`src/rtl/fetch_queue.sv`:
```
// Instruction fetch queue: issues in-order word fetches to instruction memory and buffers
// returned {pc, instr} pairs for decode, discarding stale responses after a redirect.
module fetch_queue #(
  parameter int unsigned     XLEN     = 32,
  parameter int unsigned     DEPTH    = 4,
  parameter logic [XLEN-1:0] RESET_PC = '0
) (
  input  logic            clk,
  input  logic            reset,
  input  logic            redirect_valid,
  input  logic [XLEN-1:0] redirect_pc,
  output logic            imem_req_valid,
  input  logic            imem_req_ready,
  output logic [XLEN-1:0] imem_req_addr,
  input  logic            imem_rsp_valid,
  input  logic [31:0]     imem_rsp_data,
  output logic            out_valid,
  input  logic            out_ready,
  output logic [31:0]     out_instr,
  output logic [XLEN-1:0] out_pc,
  output logic [XLEN-1:0] out_pcplus4
);

  localparam int unsigned    PtrW     = $clog2(DEPTH);
  localparam int unsigned    CntW     = $clog2(DEPTH) + 1;
  localparam logic [CntW:0]  DepthVal = (CntW + 1)'(DEPTH);

  logic [XLEN-1:0] fetch_pc_q, fetch_pc_d;
  logic [XLEN-1:0] rsp_pc_q, rsp_pc_d;
  logic [XLEN-1:0] pc_mem_q [DEPTH];
  logic [31:0]     instr_mem_q [DEPTH];
  logic [PtrW-1:0] wr_ptr_q, wr_ptr_d;
  logic [PtrW-1:0] rd_ptr_q, rd_ptr_d;
  logic [CntW-1:0] count_q, count_d;
  logic [CntW-1:0] outstanding_q, outstanding_d;
  logic [CntW-1:0] drop_cnt_q, drop_cnt_d;
  logic [CntW:0]   inflight;
  logic            req_fire, rsp_fire, push, pop;

  // Buffered entries plus in-flight fetches never exceed DEPTH, so a push always has room.
  assign inflight       = {1'b0, count_q} + {1'b0, outstanding_q};
  assign imem_req_valid = !reset && !redirect_valid && (inflight < DepthVal);
  assign imem_req_addr  = {fetch_pc_q[XLEN-1:2], 2'b00};

  assign req_fire = imem_req_valid && imem_req_ready;
  assign rsp_fire = imem_rsp_valid && (outstanding_q != '0);
  assign push     = rsp_fire && (drop_cnt_q == '0) && !redirect_valid;

  assign out_valid   = !reset && (count_q != '0);
  assign pop         = out_valid && out_ready && !redirect_valid;
  assign out_pc      = pc_mem_q[rd_ptr_q];
  assign out_instr   = instr_mem_q[rd_ptr_q];
  assign out_pcplus4 = out_pc + XLEN'(4);

  always_comb begin
    fetch_pc_d    = fetch_pc_q;
    rsp_pc_d      = rsp_pc_q;
    wr_ptr_d      = wr_ptr_q;
    rd_ptr_d      = rd_ptr_q;
    count_d       = count_q;
    outstanding_d = outstanding_q;
    drop_cnt_d    = drop_cnt_q;

    if (req_fire) begin
      fetch_pc_d    = fetch_pc_q + XLEN'(4);
      outstanding_d = outstanding_d + CntW'(1);
    end
    if (rsp_fire) begin
      outstanding_d = outstanding_d - CntW'(1);
      if (drop_cnt_q != '0) begin
        drop_cnt_d = drop_cnt_q - CntW'(1);
      end
    end
    if (push) begin
      wr_ptr_d = wr_ptr_q + PtrW'(1);
      rsp_pc_d = rsp_pc_q + XLEN'(4);
    end
    if (pop) begin
      rd_ptr_d = rd_ptr_q + PtrW'(1);
    end

    unique case ({push, pop})
      2'b10:   count_d = count_q + CntW'(1);
      2'b01:   count_d = count_q - CntW'(1);
      default: count_d = count_q;
    endcase

    if (redirect_valid) begin
      fetch_pc_d = redirect_pc;
      rsp_pc_d   = redirect_pc;
      wr_ptr_d   = '0;
      rd_ptr_d   = '0;
      count_d    = '0;
      // No request issues in a redirect cycle, so this already excludes a response arriving now.
      drop_cnt_d = outstanding_d;
    end
  end

  always_ff @(posedge clk) begin
    if (reset) begin
      fetch_pc_q    <= RESET_PC;
      rsp_pc_q      <= RESET_PC;
      wr_ptr_q      <= '0;
      rd_ptr_q      <= '0;
      count_q       <= '0;
      outstanding_q <= '0;
      drop_cnt_q    <= '0;
    end else begin
      fetch_pc_q    <= fetch_pc_d;
      rsp_pc_q      <= rsp_pc_d;
      wr_ptr_q      <= wr_ptr_d;
      rd_ptr_q      <= rd_ptr_d;
      count_q       <= count_d;
      outstanding_q <= outstanding_d;
      drop_cnt_q    <= drop_cnt_d;
    end
  end

  // Storage needs no reset: count gates visibility of every entry.
  always_ff @(posedge clk) begin
    if (!reset && push) begin
      pc_mem_q[wr_ptr_q]    <= rsp_pc_q;
      instr_mem_q[wr_ptr_q] <= imem_rsp_data;
    end
  end

  always_ff @(posedge clk) begin
    if (!reset && imem_rsp_valid) begin
      assert (outstanding_q != '0)
        else $error("fetch_queue: response received with no fetch outstanding");
    end
  end

endmodule

```
`config.mk`:
```
export PLATFORM = sky130hd
export DESIGN_NAME = fetch_queue
export DESIGN_NICKNAME = d
export VERILOG_FILES = /design/src/rtl/fetch_queue.sv
export SDC_FILE = /design/constraint.sdc
export NUM_CORES = 1
export LEC_CHECK = 0
export ABC_AREA = 1
export CORE_MARGIN = 2
export CORE_UTILIZATION = 50
export CTS_CLUSTER_DIAMETER = 80
export DETAILED_ROUTE_END_ITERATION = 7
export GPL_TIMING_DRIVEN = 0
export PLACE_DENSITY_LB_ADDON = 0.08
export RECOVER_POWER = 50
export SKIP_LAST_GASP = 1
export SYNTH_ARGS = -nofsm -noshare
export SYNTH_HDL_FRONTEND = slang
export SYNTH_SLANG_ARGS = --single-unit
```
`constraint.sdc`:
```
create_clock -name clk -period 4.3 [get_ports clk]
set_input_delay 0.86 -clock clk [delete_from_list [all_inputs] [get_ports clk]]
set_output_delay 0.86 -clock clk [all_outputs]
set_load 0.05 [all_outputs]
```
## Yosys cells after proc, flatten, opt, wreduce, memory -nomap -nowiden

Memories as Yosys holds them, arrays and structs flattened. A register that Yosys moved wholly into a read port is not among the register bits.
Cells that the tools add are included.

| storage, ports and cells | value |
|---|---|
| memory bits (writable) | 256 |
| memories kept | 2 |
| bits in latches | 0 |
| logic and storage cells | 62 |
| ROM bits | 0 |
| register bits after elaboration | 77 |

Memories:

| name | depth | bits a word | read ports | clocked after Yosys merged registers in | write ports | line | RTL |
|---|---|---|---|---|---|---|---|
| instr_mem_q | 4 | 32 | 1 | 1 | 1 | 31 | `logic [31:0] instr_mem_q [DEPTH];` |
| pc_mem_q | 4 | 32 | 1 | 1 | 1 | 30 | `logic [XLEN-1:0] pc_mem_q [DEPTH];` |

| cells by class | value |
|---|---|
| multiply operators | 0 |
| magnitude comparators | 1 |
| $add $sub $neg | 11 |
| eq/ne operators | 2 |
| reduce and logical (&&, ||, !) cells | 23 |
| divide/modulo/power cells | 0 |
| shift-type cells | 0 |
| mux-type cells | 16 |
| bitwise gates (word level) | 0 |

Operator list:

| cell | count |
|---|---|
| $mux W32 | 4 |
| $add A32 B3 Y32 const B | 3 |
| $mux W3 | 5 |
| $logic_and A1 B1 Y1 | 10 |
| $reduce_bool A2 Y1 | 5 |
| $reduce_bool A3 Y1 | 3 |
| $sub A3 B1 Y3 const B | 3 |
| $mux W2 | 4 |
| $add A3 B1 Y3 const B | 2 |
| $pmux W3 S2 | 1 |
| $add A2 B1 Y2 const B | 2 |
| $add A3 B3 Y4 | 1 |
| $lt A4 B3 Y1 const B | 1 |
| $logic_not A3 Y1 | 1 |
| $eq A2 B1 Y1 const B | 1 |
| $eq A2 B2 Y1 const B | 1 |
| $logic_not A1 Y1 | 2 |
| $mux W1 | 2 |
| $reduce_and A2 Y1 | 1 |
| $reduce_or A2 Y1 | 1 |

## Longest topological paths before layout

| logic depth | value |
|---|---|
| word-level depth | 8 |
| gate-level depth with buffers | 16 |

## Worst setup path before layout

OpenSTA, ideal clock, no wires.

| path | value |
|---|---|
| kind | input-to-reg |
| start point | input redirect_valid |
| end point | memory instr_mem_q[0][0] (enable) |
| library setup time | 0.486 ns |
| cell stages on the path | 5 |
| arrival | 4.071 ns |
| slack | -0.257 ns |
| buffers on the path | 0 |
| path through | nor2_2 > inv_1 > nor2_1 > inv_1 > nor2_1 |

| between the ends | value |
|---|---|
| longest elaborated chain between the ends | 5 |

RTL lines:

| item | line | RTL |
|---|---|---|
| start: declaration | 10 | `input logic redirect_valid,` |
| $logic_not A1 Y1 | 47 | `assign push = rsp_fire && (drop_cnt_q == '0) && !redirect_valid;` |
| $logic_and A1 B1 Y1 | 47 |  |
| $logic_and A1 B1 Y1 | 121 | `if (!reset && push) begin` |
| $mux W1 | 121 |  |
| $mux W1 (not written as such) | 123 | `instr_mem_q[wr_ptr_q] <= imem_rsp_data;` |
| end: declaration | 31 |  |

No other way between the ends.

==> summary.md <==
| Metric | Value |
|---|---|
| Worst R2R End | `pc_mem_q[0][8]$_DFFE_PP_` |
| Core box area | `approximately 32000 um2` |
| Setup crit end | `out_pcplus4[22]` |
| Switch share | `0.258` |
| Drt wl/cell | `between 15 and 20 um` |
| Worst reg2reg startpoint | `outstanding_q[0]$_SDFF_PP0_` |
| Clock latency on the worst-skew pair | `roughly 520 ps` |
| Number of synthesized flops with an enable pin | `between 200 and 300` |
| Synthesis warning total | `0` |
| Detail Route Antenna Nets | `0` |
| Die ar. | `around 34000 um2` |
| Proportion of layout cells with a drive suffix above 1 | `0.0605` |
| Commonest non-fill, non-tap cell in the layout | `nand2_1` |
| GPL Wtd Cong | `between 0.9 and 1` |
| CP Launch Type | `register` |
| Area grow syn2layout | `23.5%` |
| Hold Crit Class | `register to register` |
| Fmax | `241 MHz` |
| IO Pins | `200` |
| Worst setup EP type | `primary output` |
| ANT cells | `0` |
| Rel. slew slack | `0.459` |
| CP Max Fanout | `10` |
| Setup_tns | `0 ps` |
| Mapped cell area | `about 16000 um2` |
| Register bit total from synthesis | `~330` |
| Met3 usage | `0.0361` |
| Total iterations of the first detailed-routing run | `7` |
| Filler instances | `~2600` |
| Sequential-to-total area share from yosys stat | `0.571` |
| Comb power frac | `0.117` |
| Row cnt | `65` |
| Root Buffer | `clkbuf_16` |
| Final net count | `roughly 2200` |
| Hold WS | `477 ps` |
| Worst vdd ir | `between 0.2 and 0.3 mV` |
| Largest net degree at the start of global routing | `27` |
| WP data required | `between 3000 and 4000 ps` |
| Vias per cell | `5.39` |
| PortBufs | `197` |
| DRC viols | `0` |
| P_sw | `~1.9 mW` |
| Top Usage Layer GRT | `met2` |
| Status | `completed` |
| Reg power frac | `0.498` |
| Sink Count | `roughly 330` |
| CP arrival | `between 3000 and 4000 ps` |
| Starting density of the core | `0.510` |
| Gr ovfl total | `0` |
| Synth Instances | `roughly 1900` |
| Clk pwr share | `0.386` |
| # hold bufs at CTS | `0` |
| Slew Viols, Final | `0` |
| Clk slew on worst S/H paths | `~60 ps` |
| Die X | `between 150 and 200 um` |
| CTS max path bufs | `3` |
| Most used DFF post-synth | `edfxtp_1` |
| Number of global-route vias before repair | `12700` |
| Final min period | `4160 ps` |
| Unrepaired setup endpoints after global routing | `no` |
| Post-Route WL | `approximately 45000 um` |
| Max_cap viols | `0` |
| Lkg Pwr | `around 8 nW` |
| Mean Syn Cell Area | `8.69 um2` |
| DP HPWL | `roughly 33000 um` |
| First-pass GRT wire length | `69000 um` |
| Final Core Density | `0.629` |
| Share of synthesized flip-flops with an asynchronous set or reset | `0` |
| Pint | `around 5.5 mW` |
| Hold Violations, Final | `0` |
| Clock skew | `12.3 ps` |
| Worst Tran Pin Value | `roughly 810 ps` |
| Gr usage total | `0.267` |
| Via Count | `around 14000` |
| Setup slack, reg-to-reg | `~1400 ps` |
| M1 GR Usage | `0.363` |
| Pwr Density | `370 nW/um2` |
| Setup violators final | `0` |
| Worst r2r path cells | `10` |
| Initial antenna violation count | `0` |
| Commonest cells after routing, fill and taps aside | `nand2_1, edfxtp_1, nor2_1, inv_1, o21ai_0` |
| Placed Cells | `roughly 2500` |
| DR iter-0 viols | `roughly 1100` |
| CP Class | `register to primary output` |
| Num CTS Buffers | `35` |
| GR Util met2 | `0.452` |
| Area of the multi-input gates | `around 6000 um2` |
| Pwr Total | `approximately 7.4 mW` |
| Die H | `184 um` |
| Fin cells | `2533` |
| H-Tree Depth | `2` |
| Netlist cell types | `41` |
| Register Area | `9230 um2` |
| CTS tree | `built` |
| Crit share post-route | `0.967` |
==> synth_stat cells (2+ instances only) <==
cell type	count	area [um2]
xnor2_1	6	52.6
o21ai_1	2	10.0
nand3b_1	3	22.5
nand2_1	601	2260
o21bai_1	2	15.0
nor3_1	5	25.0
a31oi_1	20	125
dfxtp_1	77	1540
buf_2	18	90.1
buf_4	9	67.6
nand4_1	16	100
a22o_1	2	17.5
edfxtp_1	256	7690
inv_1	138	518
clkbuf_1	33	124
o22ai_1	36	225
o21ai_0	123	616
and3_1	2	12.5
xor2_1	33	289
nor2_2	15	93.8
nand2_2	11	68.8
nor2_1	235	882
or2_2	3	18.8
buf_1	2	7.51
ha_1	15	188
nand3_1	120	601
a21oi_1	50	250
o211ai_1	5	37.5
inv_2	4	15.0
buf_6	8	90.1
==> registers in the layout, summed over array words and instances, names as in the netlist, named ones only <==
name and count:
rsp_pc_q 32, outstanding_q 3, instr_mem_q 128, pc_mem_q 128
count_q 3, fetch_pc_q 30, wr_ptr_q 2, rd_ptr_q 2
drop_cnt_q 3
==> stage by stage <==
| step | worst slack, ps | instance area (um2) |
|---|---|---|
| finish | 142 | 20000 |
| global placement | -3340 | 18600 |
| global route | 10.7 | 20000 |
| detailed placement | 7.25 | 18900 |
| floorplan | -257 | 16200 |
| CTS | -201 | 19900 |
==> how the worst min path moves through the flow <==
stage	start	end	cells past startpoint
2_1_floorplan	rd_ptr_q[1]$_SDFFE_PP0P_	register	2
3_3_place_gp	rd_ptr_q[0]$_SDFFE_PP0P_	rd_ptr_q[0]$_SDFFE_PP0P_	1
3_5_place_dp	rd_ptr_q[0]$_SDFFE_PP0P_	register	1
4_1_cts	rd_ptr_q[1]$_SDFFE_PP0P_	register	2
5_1_grt	rd_ptr_q[0]$_SDFFE_PP0P_	register	1
6_report	rd_ptr_q[0]$_SDFFE_PP0P_	register	1
==> repair_timing <==
action,in CTS,in global routing
gates resized for setup,33,27
setup buffers,0,0
endpoints found under the setup margin,24,37
hold endpoints to repair,0,0
==> layout make-up <==
type                    count  area share
inverters                 144      0.0273
well taps                 402      0.0252
clock buffers              56      0.0514
clock inverters             7     0.00269
plain buffers              72      0.0203
repair buffers            206       0.110
flip-flops and latches    333       0.462
multi-input cells        1313       0.300
==> critical path: stages, from the launching register on <==
cell,delay (ps)
dfxtp_1,300
buf_2,140
buf_2,220
nor2_1,130
o21ai_1,80
nand2_2,220
ha_1,340
inv_1,140
nor2_2,160
nand2_1,130
inv_1,170
nand4_1,110
nand2_1,90
dlygate4sd2_1,530
==> logic make-up after synthesis <==
group / synth area share
AND/OR/NAND/NOR: 0.254
flip-flops: 0.571
AO/OA/AOI/OAI: 0.0817
buffers and inverters: 0.0594
XOR/XNOR: 0.0211
adder cells (fa/ha/maj): 0.0128
other: 0.000232
==> power by group through the flow <==
stage / Combinational [mW] / Clock, mW / Sequential, mW
after floorplan: 0.498 / 0 / 3.77
after global placement: 0.854 / 0 / 3.75
after detailed placement: 0.880 / 0 / 3.75
after CTS: 0.878 / 2.88 / 3.68
after global routing: 0.935 / 3.02 / 3.69
final: 0.862 / 2.85 / 3.68
==> routing by layer <==
metal,part of all wire,wire (um)
met2,0.48,21700
met4,0.020,907
met5,0,0
met3,0.075,3400
met1,0.43,19400
No activity file was read; power rests on OpenSTA's default activity.
